**config.mk**
```make
export PLATFORM = sky130hd
export DESIGN_NAME = mem_arbiter
export DESIGN_NICKNAME = d
export VERILOG_FILES = /design/src/rtl/mem_arbiter.sv
export SDC_FILE = /design/constraint.sdc
export NUM_CORES = 1
export LEC_CHECK = 0
export ABC_AREA = 1
export BUFFER_PORTS_ARGS = -buffer_cell sky130_fd_sc_hd__buf_4
export CAP_MARGIN = 20
export CORE_ASPECT_RATIO = 1.25
export CORE_MARGIN = 10
export CORE_UTILIZATION = 40
export DETAILED_ROUTE_END_ITERATION = 10
export PLACE_DENSITY_LB_ADDON = 0.3
export REMOVE_ABC_BUFFERS = 1
export SLEW_MARGIN = 5
export SYNTH_ARGS = -nofsm -noshare
export SYNTH_HDL_FRONTEND = slang
export SYNTH_SLANG_ARGS = --single-unit
export TNS_END_PERCENT = 30
```
**constraint.sdc**
```tcl
create_clock -name clk -period 2.9 [get_ports clk]
set_clock_uncertainty 0.05 [all_clocks]
set_input_delay 0.145 -clock clk [delete_from_list [all_inputs] [get_ports clk]]
set_output_delay 0.145 -clock clk [all_outputs]
set_load 0.02 [all_outputs]
```
**src/rtl/mem_arbiter.sv**
```systemverilog
// mem_arbiter: shares one 16-bit word-organised memory port between an
// instruction-fetch requester and a data requester.
//   clk, rst_n                         clock, asynchronous active-low reset
//   fetch_req/fetch_addr               fetch request (always a word read)
//   fetch_ready/fetch_data/fetch_err   fetch completion pulse, data, error
//   data_req/we/byte/addr/wdata        data request (read/write, byte/word)
//   data_ready/data_rdata/data_err     data completion pulse, data, error
//   mem_req/we/be/addr/wdata           memory request side
//   mem_ack/mem_rdata                  memory completion and read data
//   busy, dbg_state                    status: not idle, current state
module mem_arbiter #(
    parameter int unsigned TIMEOUT = 255
) (
    input  logic        clk,
    input  logic        rst_n,
    input  logic        fetch_req,
    input  logic [15:0] fetch_addr,
    output logic        fetch_ready,
    output logic [15:0] fetch_data,
    output logic        fetch_err,
    input  logic        data_req,
    input  logic        data_we,
    input  logic        data_byte,
    input  logic [15:0] data_addr,
    input  logic [15:0] data_wdata,
    output logic        data_ready,
    output logic [15:0] data_rdata,
    output logic        data_err,
    output logic        mem_req,
    output logic        mem_we,
    output logic [1:0]  mem_be,
    output logic [15:0] mem_addr,
    output logic [15:0] mem_wdata,
    input  logic        mem_ack,
    input  logic [15:0] mem_rdata,
    output logic        busy,
    output logic [1:0]  dbg_state
);

    localparam int unsigned AW = 16;
    localparam int unsigned DW = 16;
    localparam int unsigned WW = 8;
    localparam logic [WW-1:0] WAIT_LAST = WW'(TIMEOUT - 1);

    typedef enum logic [1:0] {
        S_IDLE  = 2'd0,
        S_FETCH = 2'd1,
        S_DATA  = 2'd2,
        S_RESP  = 2'd3
    } state_e;

    state_e          state_q, state_d;
    logic [1:0]      starve_q, starve_d;
    logic [WW-1:0]   wait_q, wait_d;
    logic            owner_q, owner_d;   // 1 = data requester owns the access
    logic            addr0_q, addr0_d;
    logic            byte_q, byte_d;
    logic            mem_req_q, mem_req_d;
    logic            mem_we_q, mem_we_d;
    logic [1:0]      mem_be_q, mem_be_d;
    logic [AW-1:0]   mem_addr_q, mem_addr_d;
    logic [DW-1:0]   mem_wdata_q, mem_wdata_d;
    logic            fetch_ready_q, fetch_ready_d;
    logic [DW-1:0]   fetch_data_q, fetch_data_d;
    logic            fetch_err_q, fetch_err_d;
    logic            data_ready_q, data_ready_d;
    logic [DW-1:0]   data_rdata_q, data_rdata_d;
    logic            data_err_q, data_err_d;

    logic            grant_data, grant_fetch;
    logic [AW-1:0]   g_addr;
    logic            g_byte, g_we, misaligned;
    logic [DW-1:0]   lane_data;
    logic            rsp_valid, rsp_err;
    logic [DW-1:0]   rsp_data;

    // Data normally wins; fetch wins once it has been passed over three times.
    assign grant_data  = data_req && (!fetch_req || (starve_q != 2'd3));
    assign grant_fetch = fetch_req && !grant_data;
    assign g_addr      = grant_data ? data_addr : fetch_addr;
    assign g_byte      = grant_data && data_byte;
    assign g_we        = grant_data && data_we;
    assign misaligned  = !g_byte && g_addr[0];

    // Byte reads return the addressed lane zero-extended.
    assign lane_data = byte_q ? {8'h00, (addr0_q ? mem_rdata[15:8] : mem_rdata[7:0])}
                              : mem_rdata;

    // Next-state, request-side and response-side logic.
    always_comb begin
        state_d     = state_q;
        starve_d    = starve_q;
        wait_d      = wait_q;
        owner_d     = owner_q;
        addr0_d     = addr0_q;
        byte_d      = byte_q;
        mem_req_d   = mem_req_q;
        mem_we_d    = mem_we_q;
        mem_be_d    = mem_be_q;
        mem_addr_d  = mem_addr_q;
        mem_wdata_d = mem_wdata_q;
        rsp_valid   = 1'b0;
        rsp_err     = 1'b0;
        rsp_data    = '0;

        case (state_q)
            S_IDLE: begin
                if (grant_data || grant_fetch) begin
                    wait_d  = '0;
                    owner_d = grant_data;
                    addr0_d = g_addr[0];
                    byte_d  = g_byte;
                    if (grant_fetch) begin
                        starve_d = '0;
                    end else if (fetch_req && (starve_q != 2'd3)) begin
                        starve_d = starve_q + 2'd1;
                    end
                    if (misaligned) begin
                        state_d   = S_RESP;
                        rsp_valid = 1'b1;
                        rsp_err   = 1'b1;
                    end else begin
                        state_d     = grant_data ? S_DATA : S_FETCH;
                        mem_we_d    = g_we;
                        mem_be_d    = g_byte ? (g_addr[0] ? 2'b10 : 2'b01) : 2'b11;
                        mem_addr_d  = {g_addr[AW-1:1], 1'b0};
                        mem_wdata_d = !g_we ? '0
                                    : (g_byte ? {data_wdata[7:0], data_wdata[7:0]} : data_wdata);
                    end
                end
            end
            S_FETCH, S_DATA: begin
                if (mem_ack) begin
                    state_d   = S_RESP;
                    rsp_valid = 1'b1;
                    rsp_data  = lane_data;
                end else if (wait_q == WAIT_LAST) begin
                    state_d   = S_RESP;
                    rsp_valid = 1'b1;
                    rsp_err   = 1'b1;
                end else begin
                    wait_d = wait_q + WW'(1);
                end
            end
            S_RESP: begin
                state_d = S_IDLE;
            end
            default: begin
                state_d = S_IDLE;
            end
        endcase

        // Memory request is live only while the next state waits on memory.
        mem_req_d = (state_d == S_FETCH) || (state_d == S_DATA);
        if (!mem_req_d) begin
            mem_we_d    = 1'b0;
            mem_be_d    = '0;
            mem_addr_d  = '0;
            mem_wdata_d = '0;
        end

        fetch_ready_d = rsp_valid && !owner_d;
        fetch_err_d   = rsp_valid && !owner_d && rsp_err;
        fetch_data_d  = (rsp_valid && !owner_d) ? rsp_data : '0;
        data_ready_d  = rsp_valid && owner_d;
        data_err_d    = rsp_valid && owner_d && rsp_err;
        data_rdata_d  = (rsp_valid && owner_d) ? rsp_data : '0;
    end

    // State and output registers.
    always_ff @(posedge clk or negedge rst_n) begin
        if (!rst_n) begin
            state_q       <= S_IDLE;
            starve_q      <= '0;
            wait_q        <= '0;
            owner_q       <= 1'b0;
            addr0_q       <= 1'b0;
            byte_q        <= 1'b0;
            mem_req_q     <= 1'b0;
            mem_we_q      <= 1'b0;
            mem_be_q      <= '0;
            mem_addr_q    <= '0;
            mem_wdata_q   <= '0;
            fetch_ready_q <= 1'b0;
            fetch_data_q  <= '0;
            fetch_err_q   <= 1'b0;
            data_ready_q  <= 1'b0;
            data_rdata_q  <= '0;
            data_err_q    <= 1'b0;
        end else begin
            state_q       <= state_d;
            starve_q      <= starve_d;
            wait_q        <= wait_d;
            owner_q       <= owner_d;
            addr0_q       <= addr0_d;
            byte_q        <= byte_d;
            mem_req_q     <= mem_req_d;
            mem_we_q      <= mem_we_d;
            mem_be_q      <= mem_be_d;
            mem_addr_q    <= mem_addr_d;
            mem_wdata_q   <= mem_wdata_d;
            fetch_ready_q <= fetch_ready_d;
            fetch_data_q  <= fetch_data_d;
            fetch_err_q   <= fetch_err_d;
            data_ready_q  <= data_ready_d;
            data_rdata_q  <= data_rdata_d;
            data_err_q    <= data_err_d;
        end
    end

    assign fetch_ready = fetch_ready_q;
    assign fetch_data  = fetch_data_q;
    assign fetch_err   = fetch_err_q;
    assign data_ready  = data_ready_q;
    assign data_rdata  = data_rdata_q;
    assign data_err    = data_err_q;
    assign mem_req     = mem_req_q;
    assign mem_we      = mem_we_q;
    assign mem_be      = mem_be_q;
    assign mem_addr    = mem_addr_q;
    assign mem_wdata   = mem_wdata_q;
    assign busy        = (state_q != S_IDLE);
    assign dbg_state   = state_q;

endmodule

```
# Word-level counts from Yosys, hierarchy flattened
# Cells that the tools add are included.
word_totals:
  ff_bits: 87
  input_bits: 71
op_classes:
  reduce_logical: 26
  add_sub_neg: 2
  mux: 48
  n_eq_ne: 13
op_table:
  columns: ["cell", "n"]
  rows:
  - ["$mux W16", 16]
  - ["$mux W8", 4]
  - ["$mux W2", 13]
  - ["$pmux W8 S2", 1]
  - ["$mux W1", 11]
  - ["$logic_and A1 B1 Y1", 10]
  - ["$ne A2 B2 Y1 const B", 5]
  - ["$add A8 B1 Y8 const B", 1]
  - ["$eq A8 B8 Y1 const B", 1]
  - ["$eq A2 B2 Y1 const B", 3]
  - ["$pmux W2 S3", 1]
  - ["$reduce_and A3 Y1", 2]
  - ["$reduce_bool A2 Y1", 3]
  - ["$eq A2 B1 Y1 const B", 2]
  - ["$logic_not A1 Y1", 4]
  - ["$ne A2 B1 Y1 const B", 2]
  - ["$pmux W1 S2", 2]
  - ["$reduce_and A4 Y1", 1]
  - ["$logic_or A1 B1 Y1", 3]
  - ["$add A2 B1 Y2 const B", 1]
  - ["$logic_not A2 Y1", 1]
  - ["$reduce_and A2 Y1", 1]
  - ["$reduce_or A2 Y1", 1]

# Longest topological paths before layout
# Gate-level depths: netlist of run 1.
logic_depth:
  word_depth: 13
  mapped_depth: 13
  mapped_depth_nobuf: 12

# Worst setup path after synthesis of run 1
# No wires, ideal clock.
synth_timing:
  kind: "flip-flop to flip-flop"
  startpoint: "register state_q[0] (netlist: dbg_state[0])"
  endpoint: "register wait_q[5]"
  setup_slack_ps: 765
  path_stages_with_launch: 11
  t_arrival_ps: 1968
  path_buffers: 1
  setup_ps: 117
  required_ps: 2733
  path_cell_list: "dfrtp_1 inv_1 ha_1 nand2_1 a21boi_0 nand2_1 buf_2 nor3_1 nand2_1 nand2_1 nor2_1"
synth_via:
  elab_chain_cells: 4
  word_cells_on_any_way: 10
  classes_between: "eq/ne (5); mux (1); reduce/logical (4)"
synth_lines:
  columns: ["item", "line", "source"]
  rows:
  - ["start: declaration", "52", "state_e state_q, state_d;"]
  - ["start signal: assignment", "191", "state_q <= state_d;"]
  - ["$eq A2 B1 Y1 / $eq A2 B2 Y1 (equally long branches)", "106", "case (state_q)"]
  - ["$reduce_or A2 Y1", "106", null]
  - ["$ne A2 B2 Y1 (no line) / $reduce_bool A2 Y1 (equally long branches)", null, null]
  - ["$reduce_and A4 Y1 (no line)", null, null]
  - ["end signal: assignment", "193", "wait_q <= wait_d;"]
  - ["end: declaration", "54", "logic [WW-1:0] wait_q, wait_d;"]
# Parallel ways exist; a longest one is shown, timed or not.
# A chain may end at the register's enable or synchronous reset.

# Final worst setup path of run 1
layout_timing:
  startpoint: "register state_q[0] (netlist: dbg_state[0])"
  endpoint: "register wait_q[6]"
# Same word-level chain as after synthesis.

==> flow_summary.ini, run 1 <==
[placed_design]
placed_area_um2 = 5200
routabilityCongestion = 0.801
io_buffers = 144
hpwlAfterDp_mm = 8.16
dp.cells = 743

[synthesis]
yosys-top-cells-area = dfrtp_1, nand2_1, nor2_1, nand3_1, inv_1
synth_cells = 482
synth.distinct_cells = 32
netlist_area_um2 = 4040
seq_area_frac_synth_pct = 53.2
ys_ff_latch = 86
avgSynthCellArea_um2 = 8.39
yosysWarnings = 0
yosys.area.top_type = dfrtp_1
synth_top_area_share_pct = 53.2

[clock_tree]
clkLatencyLatePin_ps = 330
cts_root_buf = clkbuf_16
ctsHoldBuffers = 7
cts.path.max_buffers = 2
path_clk_slew_ps = 60
ctsResizeCount = 0
htree_levels = 3
cts_tree = done
cts_made_buffers = 9
post_cts_buffers = 0
cts.sinks = 86

[drt]
viasPerCell = 4.59
routedWlPerCell_um = 14.1
firstDrtPassIters = 4
drt_iter0_markers = 162
wl_mm = 10.8
drc_errors = 0
vias = 3524
postRouteAntennaNets = 0

[final_layout]
area_growth_pct = 38.5
num-nets-final = 711
finalInstanceArea_um2 = 5600
antennaDiodeCount = 0
utilization_pct = 56.0
fin_cells = 768
n_fill_cell = 927
drive_gt1_share_pct = 30.5

[critical_path]
slowest_delay_ps = 390
cp.arrival_ps = 2600
worstSetupEndpointType = register
path_cells = inv_1 -> ha_1 -> nand2_1 -> a21boi_0 -> nand2_1 -> nor2_1 -> nand3_1 -> nand2_1 -> nor2_1
cpMostUsedCell = nand2_1
cp_max_fo = 11
crit_type = register to register
worst-path-buf-inv = 1
cpLargestDelayFamily = simple AND/OR/NAND/NOR gates
startpoint_type = register
worstPathRequired_ps = 3070
crit_slowest_cell = ha_1

[timing]
rsz0062_at_grt = no
worst_slew_pin_slew_ps = 645
finalSetupViolations = 0
slew_headroom_pct = 56.9
final-max-slew-violation-count = 0
max_freq_mhz = 411
setup_tns_ps = 0
hold_viol = 0
period_needed_ps = 2430
period_share_pct = 83.8

[pwr]
power.switching_fraction_pct = 43.1
p_leak_nw = 3.00
pwr-share-seq_pct = 32.2
p_int_w = 0.00279
clkPwrFrac_pct = 22.3
p_per_area_nw_per_um2 = 877
switchingPower_w = 0.00212
combPwrFrac_pct = 45.5
peakVddDrop_v = 0.000614

[grt]
antenna_found_initial = 0
grt-ovfl-total = 0
grt_max_degree = 87
grt_pass1_vias = 3606
grt_pass1_wl_mm = 17.5
grtUsageTotal_pct = 14.8

[flow_run]
drv_cap = 0

[floorplanning]
die_area_um2 = 14600
die_h_um = 132
initial_core_util_pct = 40.4
fp.dieW_um = 110
ios = 146
row_count = 41
coreArea_um2 = 10000

[outcome]
status = finished, final reports clean

[hold_path]
hp-class = input pin to register
layer usage:
metal / track usage [%] / share of wire [%] / routed length, µm
met4: 4.42 / 1.3 / 137
met1: 17.1 / 40 / 4300
met5: 0 / 0 / 0
met3: 6.56 / 11 / 1170
met2: 24.1 / 48 / 5210
state kept, by name (all words and copies together) (netlist names), 2 cells and up:
register    cells
mem_wdata      16
wait_q          8
mem_be          2
data_rdata     16
dbg_state       2
mem_addr       15
starve_q        2
fetch_data     16
path summary, 6_finish.rpt:
kind                                         start                       end  slack (ps)  cells after the start
max                         dbg_state[0]$_DFF_PN0_     wait_q[6]$_DFFE_PN0P_         470                      9
min                                  data_wdata[7]  mem_wdata[7]$_DFFE_PN0P_          10                      3
max reg2reg                 dbg_state[0]$_DFF_PN0_     wait_q[6]$_DFFE_PN0P_         470                      9
min reg2reg                starve_q[1]$_DFFE_PN0P_   starve_q[1]$_DFFE_PN0P_         440                      2
max in group asynchronous                    rst_n   starve_q[1]$_DFFE_PN0P_        1940                      3
min in group asynchronous                    rst_n   fetch_data[2]$_DFF_PN0_         280                      2
stage by stage:
step | total power, W | setup WS (ps) | hold slack (ps)
2_1_floorplan | 0.00296 | 489 | -201
3_3_place_gp | 0.00378 | 678 | 335
3_5_place_dp | 0.00382 | 559 | 339
4_1_cts | 0.00496 | 500 | 2.92
5_1_grt | 0.00526 | 244 | 26.9
6_report | 0.00491 | 470 | 11.7
layout make-up:
cell class	instances	area, µm²	share of cell area, %
flip-flops and latches	86	2150	38.4
multi-input cells	339	1620	28.9
repair buffers	158	1230	21.9
clock buffers	11	253	4.51
well taps	129	161	2.88
inverters	40	150	2.68
clock inverters	5	41.3	0.737
kinds of logic (layout without fill, tap and decap cells):
| logic type | Yosys count | after routing | synth area share (%) |
|---|---|---|---|
| and+or+nand+nor | 287 | 287 | 30.8 |
| DFF | 86 | 86 | 53.2 |
| buffers and inverters | 57 | 214 | 6.78 |
| other | 1 | 1 | 0.0928 |
| adders and majority gates | 6 | 6 | 1.86 |
| xor gates and xnor gates | 2 | 2 | 0.433 |
| AOI/OAI and AO/OA | 43 | 43 | 6.81 |
cell usage after synthesis:
cell / count
nand2_1: 146
dfrtp_1: 86
nor2_1: 64
nand3_1: 47
inv_1: 33
o21ai_0: 14
a21oi_1: 12
or2_1: 12
a21oi_2: 9
inv_2: 7
buf_2: 6
buf_4: 6
ha_1: 6
buf_6: 4
or2_0: 4
nand2_2: 3
o31ai_1: 3
nand3_2: 2
nor2_2: 2
nor2_4: 2
nor3_1: 2
xor2_1: 2
a21boi_0: 1
a21o_1: 1
a21oi_4: 1
clkbuf_1: 1
conb_1: 1
nand2_4: 1
nor2_8: 1
o21a_1: 1
o21ai_1: 1
or2_2: 1
worst min-delay path, delay by kind of cell:
family,cells,cell delay [ps]
buffers and inverters,1,90
and+or+nand+nor,2,120
power groups by stage:
stage	clock, W	combinational [W]	sequential (W)
after global routing	0.00118	0.00247	0.00161
after CTS	0.00113	0.00225	0.00158
final	0.00110	0.00224	0.00158
after detailed placement	0	0.00223	0.00160
after global placement	0	0.00219	0.00159
after floorplan	0	0.00115	0.00181
cells in the final DEF, fill, tap and decap left out, types with 3 or more instances in the layout:
cell	n
or2_1	12
o21ai_0	14
nand2_1	146
nand3_1	47
or2_0	4
inv_1	33
clkbuf_16	9
nand2_2	3
dfrtp_1	86
a21oi_1	12
ha_1	6
nor2_1	64
buf_4	149
dlygate4sd3_1	8
a21oi_2	9
inv_2	7
o31ai_1	3
No activity file was read; power rests on OpenSTA's default activity.
==> run 2, diff against run 1 <==
ABC_AREA = 0   (was 1)
clock period = 2.1 ns   (was 2.9 ns; I/O delays follow)
==> run 2 against run 1 <==
  * The run now ends with hold timing, setup timing left
  * Synthesized cell count shrank 25%
  * Core utilization up 6.8 points
  * Register-to-register slack lost 490 ps
  * Critical path depth down 1
  * Non-clock buffer count grew 39
  * Sequential share of layout area shrank 3.3 points
  * Sequential cell count unchanged
  * Cell count decreased by 12%
  * Via count rose by 1.6%
  * Die area fell by 0.16%
  * Worst hold slack worse by 12 ps
==> flow_summary.ini, run 2 <==
[outcome]
status = complete, but fails checks
violations = hold timing, setup timing

[synthesis]
synth_cells = 362
netlist_area_um2 = 4040
yosys-top-cells-area = dfrtp_1, mux2_2, mux2i_1, a221oi_2, a32oi_1
synth.distinct_cells = 47
ys_ff_latch = 86
synth_flop_cell = dfrtp_1
synth_commonest_cells = dfrtp_1, nand2_1, nor2_1, nor3_1, a21oi_1
seq_area_frac_synth_pct = 53.3
yosysWarnings = 0
synth-edff-count = 0
avgSynthCellArea_um2 = 11.1
synth.most_common_cell = dfrtp_1
yosys.area.top_type = dfrtp_1
async_reset_ff_share_pct = 100
synth_top_area_share_pct = 53.3

[hold_path]
min_from = data_wdata[3]
worstHoldEndpoint = mem_wdata[3]$_DFFE_PN0P_
hold_depth = 3
hp-class = input pin to register

[pwr]
p_per_area_nw_per_um2 = 1460
p_leak_nw = 3.02
power_w = 0.00893
peakVddDrop_v = 0.000726

[critical_path]
rr_startpoint = dbg_state[1]$_DFF_PN0_
worstSetupEndpointType = register
cp_max_fo = 9
critical_path.startpoint = dbg_state[1]$_DFF_PN0_
rr_worst_depth = 8
worstPathRequired_ps = 2290
cp.arrival_ps = 2320
rr_endpoint = mem_addr[10]$_DFFE_PN0P_
startpoint_type = register
r2r_slack_ps = -20
crit_type = register to register

[final_layout]
final_common_cell = buf_4
area_growth_pct = 52.0
num-nets-final = 619
n_fill_cell = 768
final_cell_mix = buf_4, dfrtp_1, nand2_1
drive_gt1_share_pct = 45.2
fin_cells = 673
antennaDiodeCount = 0

[drt]
drc_errors = 0
firstDrtPassIters = 4
postRouteAntennaNets = 0
routedWlPerCell_um = 18.4
viasPerCell = 5.32
drt_iter0_markers = 156
wl_mm = 12.4
vias = 3581

[clock_tree]
cts_root_buf = clkbuf_16
clkLatencyLatePin_ps = 340
cts.path.max_buffers = 2
path_clk_slew_ps = 70
cts_tree = done
cts.sinks = 86
cts_made_buffers = 9
htree_levels = 3

[grt]
grt_pass1_wl_mm = 18.9
grtUsageTotal_pct = 16.3
grt-ovfl-total = 0
grt_pass1_vias = 3692
grt_max_degree = 47
antenna_found_initial = 0

[placed_design]
dp.cells = 632
io_buffers = 144
routabilityCongestion = 0.796
hpwlAfterDp_mm = 8.66

[timing]
hold_slack_ps = -0.174
period_share_pct = 101
final-max-slew-violation-count = 0
fin_ws_ps = -21.5
period_needed_ps = 2120
max_freq_mhz = 471
worst_slew_pin_slew_ps = 587
slew_headroom_pct = 60.9
rsz0062_at_grt = yes
finalSetupViolations = 8
hold_viol = 1

[floorplanning]
coreArea_um2 = 9760
initial_core_util_pct = 41.3
die_h_um = 132
fp.dieW_um = 110
die_area_um2 = 14500
ios = 146
row_count = 40

[flow_run]
drv_cap = 0
==> run 2: cell types whose count changed after synthesis, sizes merged, moves of 20 or more <==
cell and delta:
nand2 -122, nor2 -47, nand3 -39, nor3 +20
inv -31
==> run 2: layer usage <==
metal | vias up | routed length (µm) | track usage (%)
met3 | 16 | 845 | 4.26
met4 | 0 | 260 | 6.38
met1 | 1779 | 4740 | 18.7
li1 | 1684 | - | -
met5 | - | 0 | 0
met2 | 102 | 6520 | 27.7
==> run 2: final cells by class <==
type	instances	area [µm²]	share of cell area (%)
multi-input combinational	239	1800	29.3
timing repair buffer	197	1710	27.8
sequential	86	2150	35.1
inverter	9	33.8	0.551
tap	126	158	2.57
clock buffer	12	256	4.18
clock inverter	4	30.0	0.490
==> run 2: metrics by stage <==
stage,instance area (µm²),hold WS (ps),utilization [%],setup slack [ps],TNS [ps]
6_report,6130,-0.174,62.8,-21.5,-74.5
2_1_floorplan,3890,-241,-,-949,-47210
5_1_grt,6130,5.17,62.8,-98.3,-1570
4_1_cts,5860,1.48,60.1,7.04,0
3_5_place_dp,5420,101,55.5,-97.1,-945
3_3_place_gp,5420,95.1,55.5,46.5,0
==> run 2: worst max-delay path by stage <==
stage               cells after the start                        to  slack (ps)
floorplan                               5  mem_addr[15]$_DFFE_PN0P_        -950
global placement                        7   mem_addr[3]$_DFFE_PN0P_          50
detailed placement                      7   mem_addr[2]$_DFFE_PN0P_        -100
CTS                                     7   mem_addr[3]$_DFFE_PN0P_           7
global route                            9   mem_addr[1]$_DFFE_PN0P_        -100
finish                                  8  mem_addr[10]$_DFFE_PN0P_         -20
==> run 2: report_power, final <==
part	internal [W]	total (W)	switching, W
clock network	0.000871	0.00153	0.000656
registers	0.00207	0.00232	0.000243
logic	0.00246	0.00508	0.00262
total	0.00541	0.00893	0.00352
==> run 2: cell families after synthesis <==
kind of cell	synth area share, %
and+or+nand+nor	15.4
DFF	53.3
AOI/OAI and AO/OA	16.1
buffers and inverters	4.53
muxes	8.68
adders and majority gates	1.86
other	0.0929
==> run 2: critical path, cell delays in order (launching register included) <==
cell and delay [ps]:
dfrtp_1 390, inv_2 90, ha_4 210, nand4_1 140, o211ai_1 150, buf_4 160
a211o_4 380, clkbuf_16 190, a221oi_2 260
==> run 2: repair_timing <==
item / CTS / global route
pin swaps: 1 / 14
buffers inserted: 1 / 4
endpoints found under the setup margin: 37 / 55
hold buffers: 12 / 0
hold endpoints to repair: 64 / 0
gates cloned: 0 / 8
resized for setup: 4 / 12
